## config.mk

```make
export PLATFORM = sky130hd
export DESIGN_NAME = mux_sel_arbiter
export DESIGN_NICKNAME = d
export VERILOG_FILES = /design/src/rtl/mux_sel_arbiter.sv
export SDC_FILE = /design/constraint.sdc
export NUM_CORES = 1
export LEC_CHECK = 0
export CAP_MARGIN = 25
export CORE_UTILIZATION = 45
export CTS_CLUSTER_SIZE = 16
export DETAILED_ROUTE_END_ITERATION = 16
export DONT_BUFFER_PORTS = 1
export PLACE_DENSITY_LB_ADDON = 0.1
export SYNTH_ARGS = -nofsm -noshare
export SYNTH_HDL_FRONTEND = slang
export SYNTH_SLANG_ARGS = --single-unit
```

## constraint.sdc

```tcl
create_clock -name Clk -period 3.7 [get_ports Clk]
set_input_delay 0 -clock Clk [delete_from_list [all_inputs] [get_ports Clk]]
set_output_delay 0 -clock Clk [all_outputs]
set_load 0.01 [all_outputs]
```

## src/rtl/mux_sel_arbiter.sv

```systemverilog
// Round-robin arbiter for a shared mux select resource: one-hot grant plus binary
// MuxSel, with grant held until the owner releases or a hold-limit timeout revokes it.
module mux_sel_arbiter #(
  parameter int unsigned SELECT_WIDTH = 3,
  parameter int unsigned MAX_HOLD     = 16,
  parameter int unsigned HOLD_WIDTH   = 16,
  localparam int unsigned N           = 2**SELECT_WIDTH
) (
  input  logic                    Clk,
  input  logic                    Reset_n,
  input  logic [N-1:0]            Req,
  output logic [N-1:0]            Grant,
  output logic [SELECT_WIDTH-1:0] MuxSel,
  output logic                    GrantValid,
  output logic                    Timeout
);

  typedef enum logic {ST_IDLE, ST_OWNED} state_t;

  state_t                  r_state, w_state_nx;
  logic [N-1:0]            r_grant, w_grant_nx;
  logic [SELECT_WIDTH-1:0] r_sel, w_sel_nx;
  logic [SELECT_WIDTH-1:0] r_ptr, w_ptr_nx;
  logic [HOLD_WIDTH-1:0]   r_hold, w_hold_nx;
  logic                    r_valid, w_valid_nx;
  logic                    r_timeout, w_timeout_nx;

  logic [SELECT_WIDTH-1:0] w_base;
  logic [SELECT_WIDTH-1:0] w_idx;
  logic [SELECT_WIDTH-1:0] w_win;
  logic                    w_found;
  logic [N-1:0]            w_req_m;
  logic [N-1:0]            w_win_onehot;
  logic                    w_owner_req;
  logic                    w_hold_max;

  // Round-robin search starting after the base; the current owner is masked out
  // so that a timeout never re-selects it while someone else is waiting.
  always_comb begin
    w_base  = (r_state == ST_OWNED) ? r_sel : r_ptr;
    w_req_m = Req;
    if (r_state == ST_OWNED) w_req_m[r_sel] = 1'b0;
    w_idx   = '0;
    w_win   = '0;
    w_found = 1'b0;
    for (int i = N; i >= 1; i--) begin
      w_idx = w_base + SELECT_WIDTH'(i);
      if (w_req_m[w_idx]) begin
        w_win   = w_idx;
        w_found = 1'b1;
      end
    end
  end

  assign w_win_onehot = N'(1) << w_win;
  assign w_owner_req  = Req[r_sel];
  assign w_hold_max   = (r_hold == HOLD_WIDTH'(MAX_HOLD - 1));

  // Next-state and registered-output logic.
  always_comb begin
    w_state_nx   = r_state;
    w_grant_nx   = r_grant;
    w_sel_nx     = r_sel;
    w_ptr_nx     = r_ptr;
    w_hold_nx    = r_hold;
    w_valid_nx   = r_valid;
    w_timeout_nx = 1'b0;
    unique case (r_state)
      ST_IDLE: begin
        if (w_found) begin
          w_grant_nx = w_win_onehot;
          w_sel_nx   = w_win;
          w_valid_nx = 1'b1;
          w_hold_nx  = '0;
          w_state_nx = ST_OWNED;
        end
      end
      ST_OWNED: begin
        if (!w_owner_req) begin
          w_ptr_nx = r_sel;
          if (w_found) begin
            w_grant_nx = w_win_onehot;
            w_sel_nx   = w_win;
            w_hold_nx  = '0;
          end else begin
            w_grant_nx = '0;
            w_valid_nx = 1'b0;
            w_hold_nx  = '0;
            w_state_nx = ST_IDLE;
          end
        end else if (w_hold_max) begin
          w_ptr_nx     = r_sel;
          w_timeout_nx = 1'b1;
          w_hold_nx    = '0;
          if (w_found) begin
            w_grant_nx = w_win_onehot;
            w_sel_nx   = w_win;
          end
        end else begin
          w_hold_nx = r_hold + HOLD_WIDTH'(1);
        end
      end
      default: w_state_nx = ST_IDLE;
    endcase
  end

  always_ff @(posedge Clk or negedge Reset_n) begin
    if (!Reset_n) begin
      r_state   <= ST_IDLE;
      r_grant   <= '0;
      r_sel     <= '0;
      r_ptr     <= SELECT_WIDTH'(N - 1);
      r_hold    <= '0;
      r_valid   <= 1'b0;
      r_timeout <= 1'b0;
    end else begin
      r_state   <= w_state_nx;
      r_grant   <= w_grant_nx;
      r_sel     <= w_sel_nx;
      r_ptr     <= w_ptr_nx;
      r_hold    <= w_hold_nx;
      r_valid   <= w_valid_nx;
      r_timeout <= w_timeout_nx;
    end
  end

  assign Grant      = r_grant;
  assign MuxSel     = r_sel;
  assign GrantValid = r_valid;
  assign Timeout    = r_timeout;

endmodule

```

After elaboration in Yosys (flattened, before gate mapping):

Cells that the tools add are included.
W data, S select, Z words.

* logic and storage cells: 101
* bits of input ports: 10
* register bits after elaboration: 33
* output and inout port bits: 13

* bitwise operators: 3
* equality and inequality tests: 6
* $lt $le $gt $ge: 10
* reductions and logical operators: 3
* multiplexer cells: 63
* shifts and indexed selects: 1
* add/sub/neg operators: 8

Operator list (count)
* $mux W16: 3
* $mux W3: 14
* $mux W8: 5
* $lt A3 B4 Y1 const B: 9
* $pmux W16 S2: 1
* $bmux W1 S3: 9
* $mux W1: 26
* $add A16 B1 Y16 const B: 1
* $eq A16 B4 Y1 const B: 1
* $pmux W8 S2: 1
* $add A3 B3 Y3 const B: 4
* $and A8 B8 Y8: 1
* $not A8 Y8: 1
* $shl A1 B3 Y8 const A: 1
* $add A3 B2 Y3 const B: 2
* $ne A2 B2 Y1 const B: 3
* $pmux W3 S2: 1
* $pmux W1 S2: 2
* $add A3 B1 Y3 const B: 1
* $demux W1 S3: 1
* $ge A3 B1 Y1 const B: 1
* $ne A3 B2 Y1 const B: 1
* $reduce_and A3 Y1: 1
* $ne A2 B1 Y1 const B: 1
* other kinds (3): 3

Longest topological paths before layout:

Gate-level depths: netlist of the first run.

* word-level depth: 22
* depth in mapped cells: 13
* gate-level depth less buffers: 10

Worst setup path after synthesis of the first run:

OpenSTA, ideal clock, no wires.

* kind: reg-to-reg
* start point: register r_state
* end point: register r_grant[6] (netlist: Grant[6])
* clock period less this slack: 3.124 ns
* setup time: 0.096 ns
* arrival time: 3.028 ns
* buffers on the path: 3
* stages on the path, launching flop included: 14
* slack: 0.576 ns
* data required time: 3.604 ns
* cell sequence: dfrtp_1 buf_4 mux2i_4 buf_6 ha_1 clkbuf_1 inv_1 mux4_1 mux2i_2 nor2_1 o221a_4 nor4_4 a21oi_2 o31ai_1

* longest elaborated chain between the ends: 16
* elaborated cells on any way between the ends: 49
* classes of those cells: add/sub: 7; eq/ne: 1; shift: 1; mux: 39; bitwise: 1

RTL lines
* start: declaration: RTL line 20 `state_t r_state, w_state_nx;`
* start signal: assignment: RTL line 117 `r_state <= w_state_nx;`
* $mux W3 or $mux W8 (tied branches): RTL line 40, 42
* $add A3 B3 Y3 or $bmux W1 S3 (tied branches): RTL line 47, 48
* $bmux W1 S3 or $mux W1 (tied branches): RTL line 48 `if (w_req_m[w_idx]) begin`
* $mux W1 (not written as such) or $mux W3 (tied branches): RTL line 48
* $mux W3 (7 in a row): RTL line 48
* $shl A1 B3 Y8: RTL line 55 `assign w_win_onehot = N'(1) << w_win;`
* $mux W8: RTL line 70, 95
* $mux W8: RTL line 91 `end else if (w_hold_max) begin`
* $mux W8: RTL line 79 `if (!w_owner_req) begin`
* $pmux W8 S2: RTL line 68 `unique case (r_state)`
* end signal: assignment: RTL line 118 `r_grant <= w_grant_nx;`
* end: declaration: RTL line 21 `logic [N-1:0] r_grant, w_grant_nx;`

Parallel ways exist; a longest one is shown, timed or not. The select of a mux whose other input is x is not followed.
A chain may end at the register's enable or synchronous reset.

Worst setup path after layout of the first run:

* start point: register r_state
* end point: register r_grant[3] (netlist: Grant[3])

Same word-level chain as after synthesis.

==> summary.md, run 1 <==
| Metric | Value |
|---|---|
| Status | `finished clean` |
| Setup TNS | `0 ns` |
| DR WL/cell | `between 15 and 20 um` |
| Antenna violations before repair | `0` |
| Drt total wl | `about 6800 um` |
| Post-Synth Simple-Gate Area | `19.88%` |
| GRT Util Overall | `22.54%` |
| #FFs+latches synth | `33` |
| Die Y | `about 80 um` |
| Post-cts sizing count | `0` |
| Slew @ Worst Pin | `0.6332 ns` |
| Core Area | `5921 um2` |
| Syn nets | `between 300 and 400` |
| Max VDD drop | `0.4173 mV` |
| Design area | `2969 um2` |
| Layout Nets | `319` |
| Worst-path fanout max | `11` |
| Vias in the first global route | `between 2000 and 2500` |
| CP top delay family | `multiplexers` |
| Kind of critical path | `reg2reg` |
| WHS | `between 0.15 and 0.2 ns` |
| Critical Path Most Common Cell | `mux2i_2` |
| DIE AREA | `~6400 um2` |
| Number of CTS-inserted buffers | `5` |
| Dpl hpwl | `a little under 5000 um` |
| CTS Buffer Depth | `2` |
| Final Hold Viols | `0` |
| Tcrit/Tclk final | `~93%` |
| HP Class | `in2async` |
| Final Skew | `approximately 0.0068 ns` |
| Largest family of logic cells by synthesized area | `compound AO/OA/AOI/OAI gates` |
| Largest net degree at the start of global routing | `34` |
| First-pass GRT wire length | `10980 um` |
| Period minus WS final | `3.423 ns` |
| Root Buffer | `clkbuf_8` |
| Async SR Flop Fraction | `100.0%` |
| Synth Area in Compound Gates | `between 10% and 20%` |
| Critical path cell sequence | `mux2i_2 > buf_4 > mux4_1 > mux2i_2 > nor2_1 > o221a_4 > nor4_4 > a21oi_2 > o31ai_1` |
| Slowest CP cell | `mux4_1` |
| DRT Pass-1 Iters | `5` |
| Synthesized area | `around 2800 um2` |
| Initial drt markers | `approximately 130` |
| Worst setup EP type | `flip-flop` |
| Worst-Skew Late Latency | `between 0.2 and 0.3 ns` |
| Sequential element share of the synthesized area | `between 30% and 40%` |
| Startpoint types | `flip-flop` |
| H-tree levels | `2` |
| Post-Synth XOR/XNOR Area | `under 10%` |
| Adder-cell share of the synthesized area | `between 1 and 1.5%` |
| Port Buffers | `0` |
| Total grt overflow | `0` |
| Post-synthesis mux area share | `between 10% and 20%` |
| CP required | `a little under 4 ns` |
| GPL Wtd Cong | `between 0.8 and 0.9` |
| Initial Utilization | `around 47%` |
| Yosys top cell area share | `27.24%` |
| Cells after synthesis | `305` |
| Placed Area | `2823 um2` |
| Ys flop type | `dfrtp_1` |
| Clk sinks | `33` |
| Dominant cell type by area after synthesis | `dfrtp_1` |
| EDFF count, synth | `0` |
| Routed vias/inst | `between 6 and 7` |
| Top area cells in the synthesized netlist | `dfrtp_1 (27%), mux2i_1 (5.8%), nand2_1 (4.9%), mux2_2 (4.9%), mux4_2 (4.9%)` |
| Final setup vio count | `0` |
| Clock slew at reported path FFs | `about 0.070 ns` |
| Fraction of layout cells with a size suffix above 1 | `16.29%` |
| Max-cap violations | `0` |
| # IOs | `23` |
| Drc violations | `0` |
| Via count | `around 2400` |
| Area Overhead vs Synth | `7.717%` |
| Synth warnings | `0` |
| Final Max Slew Viols | `0` |
| Std cell rows | `28` |
| Power density over the cells | `1022 nW/um2` |
| Max Fclk | `0.2922 GHz` |
| Leakage power | `1.242 nW` |
| Worst EP arrival | `3.61 ns` |
| Relative slew slack | `between 50% and 60%` |
| Worst path max stage delay | `0.71 ns` |
| Antenna-violating nets left | `0` |
| CTS tree | `yes` |
| Antenna fix cells | `0` |
| Chip width | `~80 um` |
| Average cell area after synthesis | `~9.0 um2` |
| RSZ-0062 raised after global routing | `no` |
| CP Buf/Inv Count | `1` |
| Post-synthesis cell type count | `61` |
[synthesized netlist by cell type, types with 2 or more instances]
master    instances
nor4_2            2
inv_2             2
nor2b_1           3
xnor2_1           6
clkbuf_1          8
o2111a_1          2
mux4_2            6
mux2_2           12
mux2i_1          16
o31ai_1          11
dfrtp_1          30
buf_6             2
o22ai_1           6
nor2_1           24
a21oi_1           6
inv_1            10
o211ai_1          3
dfstp_2           3
and3_1            7
nand2_1          36
nor3_1            9
a41oi_1           2
o32a_1            3
buf_4             3
mux2i_2           2
nor4_1            5
ha_1              3
nand3_1          10
a22oi_1           2
nand2b_1          8
nand4_1           4
xor2_1            7
buf_2             3
mux4_1            2
o21ai_0          20
o21ai_1           2
[metrics by stage]
step	util [%]	power [W]	instances	setup WS, ns
3_3_place_gp	47.68	0.002650	372	0.4246
6_report	50.15	0.003033	382	0.2773
4_1_cts	50.15	0.003033	382	0.2666
2_1_floorplan	-	0.002236	305	0.5758
5_1_grt	50.15	0.003264	382	0.04761
3_5_place_dp	47.68	0.002656	372	0.3120
[where the power goes]
| part | internal, W | switching (W) |
|---|---|---|
| combinational | 0.000878 | 0.00125 |
| sequential | 0.000455 | 0.0000946 |
| clock | 0.000220 | 0.000131 |
[worst paths after layout]
check                      startpoint  endpoint  slack (ns)  cells past startpoint
max reg2reg                   r_state  Grant[3]        0.28                      9
max                           r_state  Grant[3]        0.28                      9
min in group Clk               Req[2]   r_state        0.25                      3
max in group asynchronous     Reset_n  r_ptr[2]        3.29                      2
min                           Reset_n  Grant[7]        0.17                      2
min reg2reg                  r_ptr[0]  r_ptr[0]        0.50                      2
[final cells by class]
| class | count | area (um2) |
|---|---|---|
| clock inverters | 1 | 30.03 |
| inverters | 13 | 48.80 |
| multi-input cells | 242 | 1783 |
| repair buffers | 11 | 97.59 |
| clock buffers | 7 | 86.33 |
| well taps | 75 | 93.84 |
| fillers | 588 | 2952 |
| flip-flops and latches | 33 | 829.5 |
[metal layers]
| metal | global-route usage [%] | vias up | wire length, um |
|---|---|---|---|
| li1 | - | 1145 | - |
| met1 | 29.30 | 1159 | 3055 |
| met2 | 38.72 | 67 | 3357 |
| met3 | 3.068 | 13 | 240 |
| met4 | 6.964 | 0 | 125 |
| met5 | 0 | - | 0 |
[cells by family (layout without fill, tap and decap cells)]
group / Yosys count / in the layout
muxes: 39 / 39
xor gates and xnor gates: 13 / 13
AOI/OAI and AO/OA: 76 / 76
and+or+nand+nor: 111 / 111
DFF: 33 / 33
adders and majority gates: 3 / 3
buffers and inverters: 30 / 32
[layout by cell type (no fill, tap or decap), types with 10 or more instances in the layout]
master and count:
o31ai_1 11, dfrtp_1 30, nor2_1 24, mux2_2 12
o21ai_0 20, mux2i_1 16, nand2_1 36, inv_1 10
nand3_1 10
[what timing repair did]
action	in CTS	in global routing
endpoints found under the setup margin	0	0
hold endpoints to repair	33	0
setup buffers	0	0
hold buffers	2	0
[state kept, by name, summed over array words and instances (netlist names)]
register	flops
Grant	8
GrantValid	1
MuxSel	3
Timeout	1
r_hold	16
r_ptr	3
r_state	1
Power figures use the tool's default switching activity.
==> run 2, diff against run 1 <==
Settings changed: PLACE_DENSITY from default to 0.72, PLACE_DENSITY_LB_ADDON 0.1 to default.
==> summary.md, run 2 (synthesis results as in run 1) <==
| Metric | Value |
|---|---|
| Status | `finished clean` |
| Max-cap violations | `0` |
| Area Overhead vs Synth | `6.718%` |
| Drc violations | `0` |
| Power density over the cells | `between 1000 and 1500 nW/um2` |
| Core Area | `between 5000 and 6000 um2` |
| Tcrit/Tclk final | `91.94%` |
| Post-cts sizing count | `0` |
| Post-CTS Setup Bufs | `0` |
| H-tree levels | `2` |
| First-pass GRT wire length | `between 10000 and 15000 um` |
| Antenna violations before repair | `0` |
| Most common cell after layout, fill and taps aside | `nand2_1` |
| Dpl cells | `373` |
| Worst setup EP type | `flip-flop` |
| Via count | `2399` |
| DR WL/cell | `approximately 18 um` |
| Antenna-violating nets left | `0` |
| Total grt overflow | `0` |
| Final Hold Viols | `0` |
| Antenna fix cells | `0` |
| Worst-Skew Late Latency | `between 0.2 and 0.3 ns` |
| Period minus WS final | `between 3 and 4 ns` |
| RSZ-0062 raised after global routing | `no` |
| Layout Nets | `320` |
| Design area | `2942 um2` |
| CTS tree | `yes` |
| Global route hottest layer | `met2` |
| Final Skew | `0.01201 ns` |
| Drt total wl | `about 6900 um` |
| Initial drt markers | `between 200 and 250` |
| Hold buffers post-CTS | `2` |
| Max Fclk | `roughly 0.29 GHz` |
| Leakage power | `1.230 nW` |
| Fraction of layout cells with a size suffix above 1 | `16.23%` |
| Slowest CP cell | `mux2i_2` |
| Worst EP arrival | `3.58 ns` |
| Relative slew slack | `between 50% and 60%` |
| CTS Buffer Depth | `2` |
| CP Buf/Inv Count | `2` |
| DIE AREA | `6442 um2` |
| Worst-path fanout max | `15` |
| CP top delay family | `compound AO/OA/AOI/OAI gates` |
| Routed vias/inst | `around 6.3` |
| CP required | `approximately 3.9 ns` |
| GPL Wtd Cong | `between 0.9 and 1` |
| Startpoint types | `flip-flop` |
| Std cell rows | `28` |
| Number of CTS-inserted buffers | `5` |
| HP Class | `in2async` |
| Kind of critical path | `reg2reg` |
| Setup TNS | `0 ns` |
| Root Buffer | `clkbuf_8` |
| DRT Pass-1 Iters | `4` |
| Vias in the first global route | `between 2000 and 2500` |
| Initial Utilization | `between 40% and 50%` |
| Die Y | `80.27 um` |
| Final setup vio count | `0` |
| Slew @ Worst Pin | `0.6289 ns` |
| GRT Util Overall | `a little under a quarter` |
| Critical path cell sequence | `mux2i_2 > inv_2 > ha_1 > xnor2_1 > mux4_2 > clkinv_1 > o21ai_1 > a311o_1 > o2111a_1 > o31ai_1` |
| Register with the most flip-flops | `r_hold` |
| Worst path max stage delay | `~0.52 ns` |
| Chip width | `about 80 um` |
| Max VDD drop | `0.4051 mV` |
| Post-Place Worst Slack | `0.3302 ns` |
| Dpl hpwl | `between 4000 and 5000 um` |
| Placed Area | `2830 um2` |
| Port Buffers | `0` |
| Clock slew at reported path FFs | `approximately 0.070 ns` |
| # IOs | `23` |
| Non-Filler Instances | `between 300 and 400` |
| Largest net degree at the start of global routing | `34` |
| Most frequent cells in the layout | `nand2_1 (36), dfrtp_1 (30), nor2_1 (24), o21ai_0 (20), mux2i_1 (16)` |
| Met1 Use GR | `28.69%` |
| Final worst setup slack | `between 0.2 and 0.3 ns` |
| Final Max Slew Viols | `0` |
| Clk sinks | `33` |
| Max reg flops | `16` |
| Grt met2 use | `37.95%` |
| GR Layer Usage met3 | `under 10%` |
-- run 2: layout make-up --
| type | count | area, um2 |
|---|---|---|
| clock buffers | 7 | 76.32 |
| clock inverters | 1 | 5.005 |
| fillers | 557 | 2979 |
| inverters | 13 | 48.80 |
| multi-input cells | 242 | 1783 |
| flip-flops and latches | 33 | 829.5 |
| well taps | 75 | 93.84 |
| repair buffers | 12 | 105.1 |
-- run 2: power by group --
part | internal (W) | total, W | switching [W]
sequential | 0.000456 | 0.000542 | 0.0000858
combinational | 0.000879 | 0.00216 | 0.00128
clock | 0.000132 | 0.000257 | 0.000126
-- run 2: path summary, 6_finish.rpt --
path | from | end | slack [ns] | cells after the start
worst min-delay path | Reset_n | r_hold[8] | 0.16 | 2
max in group asynchronous | Reset_n | r_ptr[0] | 3.29 | 2
worst max register to register | r_state | Grant[1] | 0.30 | 10
min in group Clk | Req[2] | r_state | 0.28 | 3
worst max-delay path | r_state | Grant[1] | 0.30 | 10
worst min register to register | r_ptr[0] | r_ptr[0] | 0.49 | 2
-- run 2: per-stage QoR --
stage	hold WS (ns)	total power, W	util (%)
2_1_floorplan	-0.2956	0.002236	-
3_3_place_gp	-0.2945	0.002619	47.80
3_5_place_dp	-0.2947	0.002658	47.80
4_1_cts	0.1597	0.002937	49.68
5_1_grt	0.1836	0.003167	49.68
6_report	0.1561	0.002955	49.68
-- run 2: routing by layer --
| layer | vias up | share of wire, % |
|---|---|---|
| met5 | - | 0 |
| met4 | 0 | 2.4 |
| met3 | 20 | 5.6 |
| met2 | 74 | 48 |
| met1 | 1156 | 44 |
| li1 | 1149 | - |
